**config.mk**
```make
export PLATFORM = sky130hd
export DESIGN_NAME = hbm_param_sequencer
export DESIGN_NICKNAME = d
export VERILOG_FILES = /design/src/rtl/hbm_param_sequencer.sv
export SDC_FILE = /design/constraint.sdc
export NUM_CORES = 1
export LEC_CHECK = 0
export CORE_ASPECT_RATIO = 1.1
export CORE_MARGIN = 5
export CORE_UTILIZATION = 42
export DETAILED_ROUTE_END_ITERATION = 7
export HOLD_SLACK_MARGIN = 0.12
export MAX_ROUTING_LAYER = met4
export PLACE_DENSITY = 0.78
export SLEW_MARGIN = 0
export SYNTH_ARGS = -nofsm -noshare
export SYNTH_HDL_FRONTEND = slang
export SYNTH_SLANG_ARGS = --single-unit
```
**constraint.sdc**
```tcl
create_clock -name clk -period 2.6 [get_ports clk]
set_clock_uncertainty 0.1 [all_clocks]
set_input_delay 0.52 -clock clk [delete_from_list [all_inputs] [get_ports clk]]
set_output_delay 0.52 -clock clk [all_outputs]
set_load 0.02 [all_outputs]
```
**src/rtl/hbm_param_sequencer.sv**
```systemverilog
// hbm_param_sequencer: initiator side of the HBM parameter bus.
// Takes parameter command words over a valid/ready handshake, drops ids the
// register file cannot decode (raising a sticky err), and drives params plus
// one target id bus per cycle into hbm_control. A frame ends on cmd_last and
// completion is flagged with a one-cycle cfg_done pulse.
// Optional feature macro: HBM_PARAM_SEQ_SHADOW_EN adds a shadow buffer that
// can replay the last good frame when replay is pulsed in IDLE.
// Handshake: a word transfers on every rising clk edge where cmd_valid and
// cmd_ready are both high; cmd_valid with cmd_ready low is held, not consumed.
module hbm_param_sequencer #(
    parameter int ADDR_WIDTH   = 33,
    parameter int SHADOW_DEPTH = 32
) (
    input  logic                  clk,
    input  logic                  rst_n,
    input  logic                  cmd_valid,
    output logic                  cmd_ready,
    input  logic [1:0]            cmd_target,
    input  logic [3:0]            cmd_id,
    input  logic [ADDR_WIDTH-1:0] cmd_data,
    input  logic                  cmd_last,
    input  logic                  replay,
    input  logic                  err_clr,
    output logic [ADDR_WIDTH-1:0] params,
    output logic [3:0]            input_param_id,
    output logic [3:0]            weight_param_id,
    output logic [2:0]            output_param_id,
    output logic                  cfg_done,
    output logic                  busy,
    output logic                  err,
    output logic [7:0]            frame_words,
    output logic                  shadow_valid,
    output logic [1:0]            dbg_state
);

    typedef enum logic [1:0] {ST_IDLE, ST_STREAM, ST_REPLAY, ST_DONE} state_t;

    state_t                  state, state_d;
    logic                    accept, cmd_legal, frame_start, frame_end;
    logic                    replay_go, rp_last;
    logic                    iss_valid;
    logic [1:0]              iss_target;
    logic [3:0]              iss_id;
    logic [ADDR_WIDTH-1:0]   iss_data;
    logic [7:0]              fw_next;

    assign accept      = cmd_valid & cmd_ready;
    assign frame_start = accept & (state == ST_IDLE);
    assign frame_end   = accept & cmd_last;
    assign busy        = (state != ST_IDLE);
    assign dbg_state   = state;

    // Decode which ids the register file actually implements per target
    always_comb begin
        cmd_legal = 1'b0;
        case (cmd_target)
            2'd0:    cmd_legal = (cmd_id >= 4'd1) && (cmd_id <= 4'd11);
            2'd1:    cmd_legal = (cmd_id >= 4'd1) && (cmd_id <= 4'd8);
            2'd2:    cmd_legal = (cmd_id >= 4'd1) && (cmd_id <= 4'd4);
            default: cmd_legal = 1'b0;
        endcase
    end

`ifdef HBM_PARAM_SEQ_SHADOW_EN
    localparam int IDX_W = (SHADOW_DEPTH > 1) ? $clog2(SHADOW_DEPTH) : 1;
    localparam int LEN_W = IDX_W + 1;

    logic [ADDR_WIDTH+5:0] shadow_mem [SHADOW_DEPTH];
    logic [ADDR_WIDTH+5:0] rp_entry;
    logic [IDX_W-1:0]      rp_idx;
    logic [LEN_W-1:0]      shadow_len;
    logic [7:0]            wr_idx;
    logic                  shadow_wr;

    // A new command always beats a replay request in the same IDLE cycle
    assign replay_go = (state == ST_IDLE) & ~accept & replay & shadow_valid;
    assign wr_idx    = frame_start ? 8'd0 : frame_words;
    assign shadow_wr = accept & cmd_legal & (int'(wr_idx) < SHADOW_DEPTH);
    assign rp_entry  = shadow_mem[rp_idx];
    assign rp_last   = (({1'b0, rp_idx} + LEN_W'(1)) == shadow_len);

    // Capture legal words of the frame in flight; entries past the depth are dropped
    always_ff @(posedge clk) begin
        if (shadow_wr) shadow_mem[wr_idx[IDX_W-1:0]] <= {cmd_target, cmd_id, cmd_data};
    end

    // Replay pointer and shadow bookkeeping; a frame over the depth is not replayable
    always_ff @(posedge clk or negedge rst_n) begin
        if (!rst_n) begin
            rp_idx       <= '0;
            shadow_len   <= '0;
            shadow_valid <= 1'b0;
        end else begin
            if (replay_go)               rp_idx <= '0;
            else if (state == ST_REPLAY) rp_idx <= rp_idx + IDX_W'(1);
            if (frame_end) begin
                shadow_valid <= (fw_next != 8'd0) && (int'(fw_next) <= SHADOW_DEPTH);
                shadow_len   <= fw_next[LEN_W-1:0];
            end else if (frame_start) begin
                shadow_valid <= 1'b0;
            end
        end
    end

    // Select the word to put on the bus: shadow entry during replay, else the command
    always_comb begin
        iss_valid  = accept & cmd_legal;
        iss_target = cmd_target;
        iss_id     = cmd_id;
        iss_data   = cmd_data;
        if (state == ST_REPLAY) begin
            iss_valid                      = 1'b1;
            {iss_target, iss_id, iss_data} = rp_entry;
        end
    end
`else
    logic unused_cfg;

    assign replay_go    = 1'b0;
    assign rp_last      = 1'b0;
    assign shadow_valid = 1'b0;
    assign unused_cfg   = replay & (SHADOW_DEPTH > 0);

    // Without the shadow buffer only accepted legal commands reach the bus
    always_comb begin
        iss_valid  = accept & cmd_legal;
        iss_target = cmd_target;
        iss_id     = cmd_id;
        iss_data   = cmd_data;
    end
`endif

    // Next state: frames start on the first accept, end on cmd_last, DONE lasts one cycle
    always_comb begin
        state_d = state;
        case (state)
            ST_IDLE: begin
                if (accept)         state_d = cmd_last ? ST_DONE : ST_STREAM;
                else if (replay_go) state_d = ST_REPLAY;
            end
            ST_STREAM: if (frame_end) state_d = ST_DONE;
            ST_REPLAY: if (rp_last)   state_d = ST_DONE;
            ST_DONE:   state_d = ST_IDLE;
            default:   state_d = ST_IDLE;
        endcase
    end

    // Word count for the current frame: restarts on frame/replay start, saturates at 255
    always_comb begin
        fw_next = frame_words;
        if (frame_start)    fw_next = cmd_legal ? 8'd1 : 8'd0;
        else if (replay_go) fw_next = 8'd0;
        else if (iss_valid) fw_next = (frame_words == 8'hFF) ? 8'hFF : frame_words + 8'd1;
    end

    // Control registers; ready follows the upcoming state so it drops exactly in DONE
    always_ff @(posedge clk or negedge rst_n) begin
        if (!rst_n) begin
            state       <= ST_IDLE;
            cmd_ready   <= 1'b0;
            cfg_done    <= 1'b0;
            err         <= 1'b0;
            frame_words <= 8'd0;
        end else begin
            state       <= state_d;
            cmd_ready   <= (state_d == ST_IDLE) || (state_d == ST_STREAM);
            cfg_done    <= (state == ST_DONE);
            frame_words <= fw_next;
            if (accept && !cmd_legal) err <= 1'b1;
            else if (err_clr)         err <= 1'b0;
        end
    end

    // Bus register: id buses return to 0 on every cycle without a legal word
    always_ff @(posedge clk or negedge rst_n) begin
        if (!rst_n) begin
            params          <= '0;
            input_param_id  <= 4'd0;
            weight_param_id <= 4'd0;
            output_param_id <= 3'd0;
        end else begin
            input_param_id  <= 4'd0;
            weight_param_id <= 4'd0;
            output_param_id <= 3'd0;
            if (iss_valid) begin
                params <= iss_data;
                case (iss_target)
                    2'd0:    input_param_id  <= iss_id;
                    2'd1:    weight_param_id <= iss_id;
                    2'd2:    output_param_id <= iss_id[2:0];
                    default: ;
                endcase
            end
        end
    end

endmodule
```
==> metrics.txt <==
# TYPE chip_impl_metric gauge
chip_impl_info{name="run_status",value="completed"} 1
chip_impl_info{name="r2r_start",value="frame_words[0]"} 1
chip_impl_metric{name="mappedNetlistNets",unit=""} 219
chip_impl_metric{name="switchingPower",unit="W"} 0.00132
chip_impl_metric{name="finalSetupViolations",unit=""} 0
chip_impl_metric{name="coreArea",unit="sq um"} 5730
chip_impl_metric{name="synth.cell_area",unit="sq um"} 2470
chip_impl_info{name="synth_top_family_by_area",value="multiplexers"} 1
chip_impl_metric{name="drt-wirelength-per-cell",unit="um"} 15.5
chip_impl_metric{name="hold_violations",unit=""} 0
chip_impl_metric{name="globalRouteTotalUtil",unit=""} 0.164
chip_impl_info{name="cts.root.buffer_cell",value="clkbuf_8"} 1
chip_impl_metric{name="antenna_cells",unit=""} 0
chip_impl_metric{name="vias_in_the_first_global_route",unit=""} 1935
chip_impl_metric{name="r2r.worst_path.cells",unit=""} 5
chip_impl_metric{name="ys_ff_latch",unit=""} 57
chip_impl_metric{name="yosys.area_share.simple",unit=""} 0.0976
chip_impl_metric{name="drv_slew",unit=""} 0
chip_impl_metric{name="power_frac_clock",unit=""} 0.196
chip_impl_metric{name="final_antenna_net_count",unit=""} 0
chip_impl_metric{name="pin_count_of_the_biggest_net_entering_global_routing",unit=""} 34
chip_impl_metric{name="dr.pass1.iters",unit=""} 4
chip_impl_metric{name="leakage",unit="nW"} 1.74
chip_impl_info{name="reg2reg_to",value="frame_words[2]"} 1
chip_impl_metric{name="grt_remaining_overflow",unit=""} 0
chip_impl_info{name="setup.worst_path.start_class",value="register"} 1
chip_impl_metric{name="drtIter0Drc",unit=""} 49
chip_impl_metric{name="timing.final.crit_share",unit=""} 0.874
chip_impl_metric{name="htree_depth",unit=""} 3
chip_impl_metric{name="worstSkewPairLatency",unit="ns"} 0.33
chip_impl_metric{name="design_area",unit="sq um"} 3830
chip_impl_metric{name="critPathMaxFanout",unit=""} 5
chip_impl_metric{name="floorplan.die_area",unit="sq um"} 7530
chip_impl_info{name="clock_tree_from_tritoncts",value="yes"} 1
chip_impl_info{name="synth-main-ff-cell",value="dfrtp_1"} 1
chip_impl_metric{name="worst_slew_margin_rel",unit=""} 0.519
chip_impl_metric{name="sequential_share_of_power",unit=""} 0.349
chip_impl_metric{name="flow.area_growth_from_synthesis",unit="%"} 54.8
chip_impl_metric{name="n_fill_cell",unit=""} 449
chip_impl_metric{name="clock_sinks",unit=""} 57
chip_impl_metric{name="power.density_cell_area",unit="nW/um^2"} 1050
chip_impl_metric{name="ioPinCount",unit=""} 104
chip_impl_metric{name="layout.cells.non_filler",unit=""} 369
chip_impl_metric{name="port-buffer-count",unit=""} 101
chip_impl_metric{name="cts.reportedPaths.clkPinSlew",unit="ns"} 0.06
chip_impl_metric{name="finish.net_count",unit=""} 337
chip_impl_metric{name="clockBufferDepth",unit=""} 2
chip_impl_metric{name="adder_cell_share_of_the_synthesized_area",unit=""} 0.0253
chip_impl_metric{name="final_util",unit=""} 0.668
chip_impl_metric{name="antenna_found_initial",unit=""} 0
chip_impl_metric{name="route.detailed.vias_per_inst",unit=""} 4.88
chip_impl_metric{name="detailed_place_hpwl",unit="um"} 4350
chip_impl_metric{name="synth_cells",unit=""} 169
chip_impl_metric{name="postSynth.asyncResetShare",unit=""} 1.00
chip_impl_metric{name="post-layout-total-power",unit="W"} 0.00404
chip_impl_metric{name="synth-compound-area-share",unit=""} 0.0586
chip_impl_metric{name="synth_edf_count",unit=""} 0
chip_impl_metric{name="final_layout_size_suffix_gt1_frac",unit=""} 0.229
chip_impl_info{name="worst_hold_path_type",value="in2async"} 1
chip_impl_metric{name="synth-xor-area-share",unit=""} 0
chip_impl_metric{name="tightest_slew",unit="ns"} 0.721
chip_impl_metric{name="worst_case_vdd_ir_drop",unit="mV"} 0.713
chip_impl_metric{name="timing.final.crit_period",unit="ns"} 2.27
chip_impl_metric{name="die_height",unit="um"} 90.5
chip_impl_metric{name="worstPathRequired",unit="ns"} 1.98
chip_impl_metric{name="routed_wire_length",unit="um"} 5730
chip_impl_metric{name="detailed_place.area",unit="sq um"} 3630
chip_impl_metric{name="cts-buffers-inserted",unit=""} 9
chip_impl_metric{name="std_cell_rows",unit=""} 29
chip_impl_info{name="end_kind",value="output port"} 1
chip_impl_metric{name="fmax",unit="MHz"} 440
chip_impl_metric{name="gp_routability_congestion",unit=""} 0.814
chip_impl_metric{name="remaining_drc_errors",unit=""} 0
chip_impl_metric{name="swShare",unit=""} 0.328
chip_impl_metric{name="hold_ws",unit="ns"} 0.139
chip_impl_info{name="rsz0062_at_grt",value="false"} 1
chip_impl_metric{name="power.internal",unit="W"} 0.00271
chip_impl_metric{name="r2r_setup_slack",unit="ns"} 0.59
chip_impl_metric{name="synth_cell_types",unit=""} 35
chip_impl_metric{name="maxcap_viol_count",unit=""} 0
chip_impl_metric{name="cp_data_arrival_time",unit="ns"} 1.65
chip_impl_metric{name="grt_first_pass_wirelength",unit="um"} 9540
chip_impl_metric{name="initial_core_util",unit=""} 0.432
chip_impl_metric{name="via_total_after_detailed_routing",unit=""} 1802
chip_impl_metric{name="post-place-cells",unit=""} 353
chip_impl_metric{name="yosysSeqAreaShare",unit=""} 0.576
chip_impl_metric{name="muxShareOfSynthArea",unit=""} 0.196
chip_impl_metric{name="die_x",unit="um"} 83.2
chip_impl_info{name="criticalPathCategory",value="reg2out"} 1
chip_impl_metric{name="power.share.combinational",unit=""} 0.455
chip_impl_metric{name="syn_area_per_cell",unit="sq um"} 14.6
chip_impl_metric{name="synth.yosys.warnings",unit=""} 0
## state kept, by name, summed over array words and instances, names as in the netlist, 2 cells and up
| signal | count |
|---|---|
| params | 33 |
| dbg_state | 2 |
| weight_param_id | 4 |
| output_param_id | 3 |
| input_param_id | 4 |
| frame_words | 8 |
## layout by cell type (no fill, tap or decap), types with 2 or more instances in the layout
cell | synthesis | layout
a211oi_1 | 2 | 2
a21oi_1 | 2 | 2
a311oi_1 | 3 | 3
a31oi_1 | 6 | 6
and2_1 | 2 | 2
and3_1 | 13 | 13
and4_1 | 4 | 4
buf_12 | 2 | 3
buf_4 | 1 | 12
clkbuf_1 | 3 | 3
clkbuf_8 | 0 | 10
clkdlybuf4s50_1 | 0 | 100
clkinv_2 | 0 | 2
dfrtp_1 | 57 | 57
ha_1 | 5 | 5
inv_1 | 5 | 5
mux2_2 | 7 | 7
mux2_4 | 27 | 27
nand2_1 | 3 | 3
nor2_1 | 2 | 2
nor2b_1 | 3 | 3
o21ai_0 | 3 | 3
or2_2 | 2 | 2
## power by group through the flow
stage	clock [W]	combinational [W]	sequential (W)
global placement	0	0.00182	0.00141
CTS	0.000815	0.00186	0.00141
global route	0.000857	0.00194	0.00145
floorplan	0	0.000583	0.00180
finish	0.000790	0.00184	0.00141
detailed placement	0	0.00186	0.00142
## worst max-delay path by stage
stage / start / endpoint / cells past startpoint
floorplan: cmd_id[2] / params[25] / 7
global placement: cmd_target[1] / frame_words[4] / 7
detailed placement: cmd_target[1] / frame_words[2] / 7
CTS: cmd_target[1] / frame_words[2] / 7
global route: dbg_state[1] / busy / 2
finish: dbg_state[1] / busy / 2
## timing repair
| item | in CTS | in global routing |
|---|---|---|
| setup buffers | 0 | 0 |
| setup endpoints to repair | 0 | 2 |
| gates resized for setup | 0 | 1 |
| hold buffers | 0 | 0 |
## Yosys cell counts, types with 3 or more instances
cell type  count  area, sq um
dfrtp_1       57         1430
mux2_4        27          405
and3_1        13         81.3
mux2_2         7         78.8
a31oi_1        6         37.5
ha_1           5         62.6
inv_1          5         18.8
and4_1         4         35.0
a311oi_1       3         26.3
buf_6          3         33.8
clkbuf_1       3         11.3
nand2_1        3         11.3
nor2b_1        3         18.8
o21ai_0        3         15.0
## worst max-delay path, stage by stage, from the launching register on
cell and delay [ns]:
dfrtp_1 0.41, or2_2 0.36, clkdlybuf4s50_1 0.55
## per-stage QoR
| step | worst slack [ns] | setup TNS [ns] |
|---|---|---|
| after floorplan | 0.310 | 0 |
| after global placement | -0.0831 | -0.351 |
| after detailed placement | -0.129 | -0.592 |
| after CTS | 0.233 | 0 |
| after global routing | 0.259 | 0 |
| final | 0.327 | 0 |
## kinds of logic after synthesis
group	Yosys count
flops	57
other cells	1
fa+ha+maj	5
simple gates	37
mux	34
compound gates	21
buf+inv	14
## final cells by class
| type | count | area, sq um | area share |
|---|---|---|---|
| clock buffers | 13 | 149 | 0.0389 |
| multi-input cells | 98 | 943 | 0.246 |
| inverters | 5 | 18.8 | 0.00490 |
| well taps | 77 | 96.3 | 0.0252 |
| clock inverters | 3 | 40.0 | 0.0105 |
| repair buffers | 116 | 1160 | 0.302 |
| flip-flops and latches | 57 | 1430 | 0.372 |
## metal layers
metal | vias up | part of all wire | global-route usage
li1 | 847 | - | -
met1 | 866 | 0.44 | 0.199
met2 | 77 | 0.47 | 0.247
met3 | 12 | 0.067 | 0.0456
met4 | 0 | 0.024 | 0.0926
met5 | - | 0 | -
No activity file was read; power rests on OpenSTA's default activity.
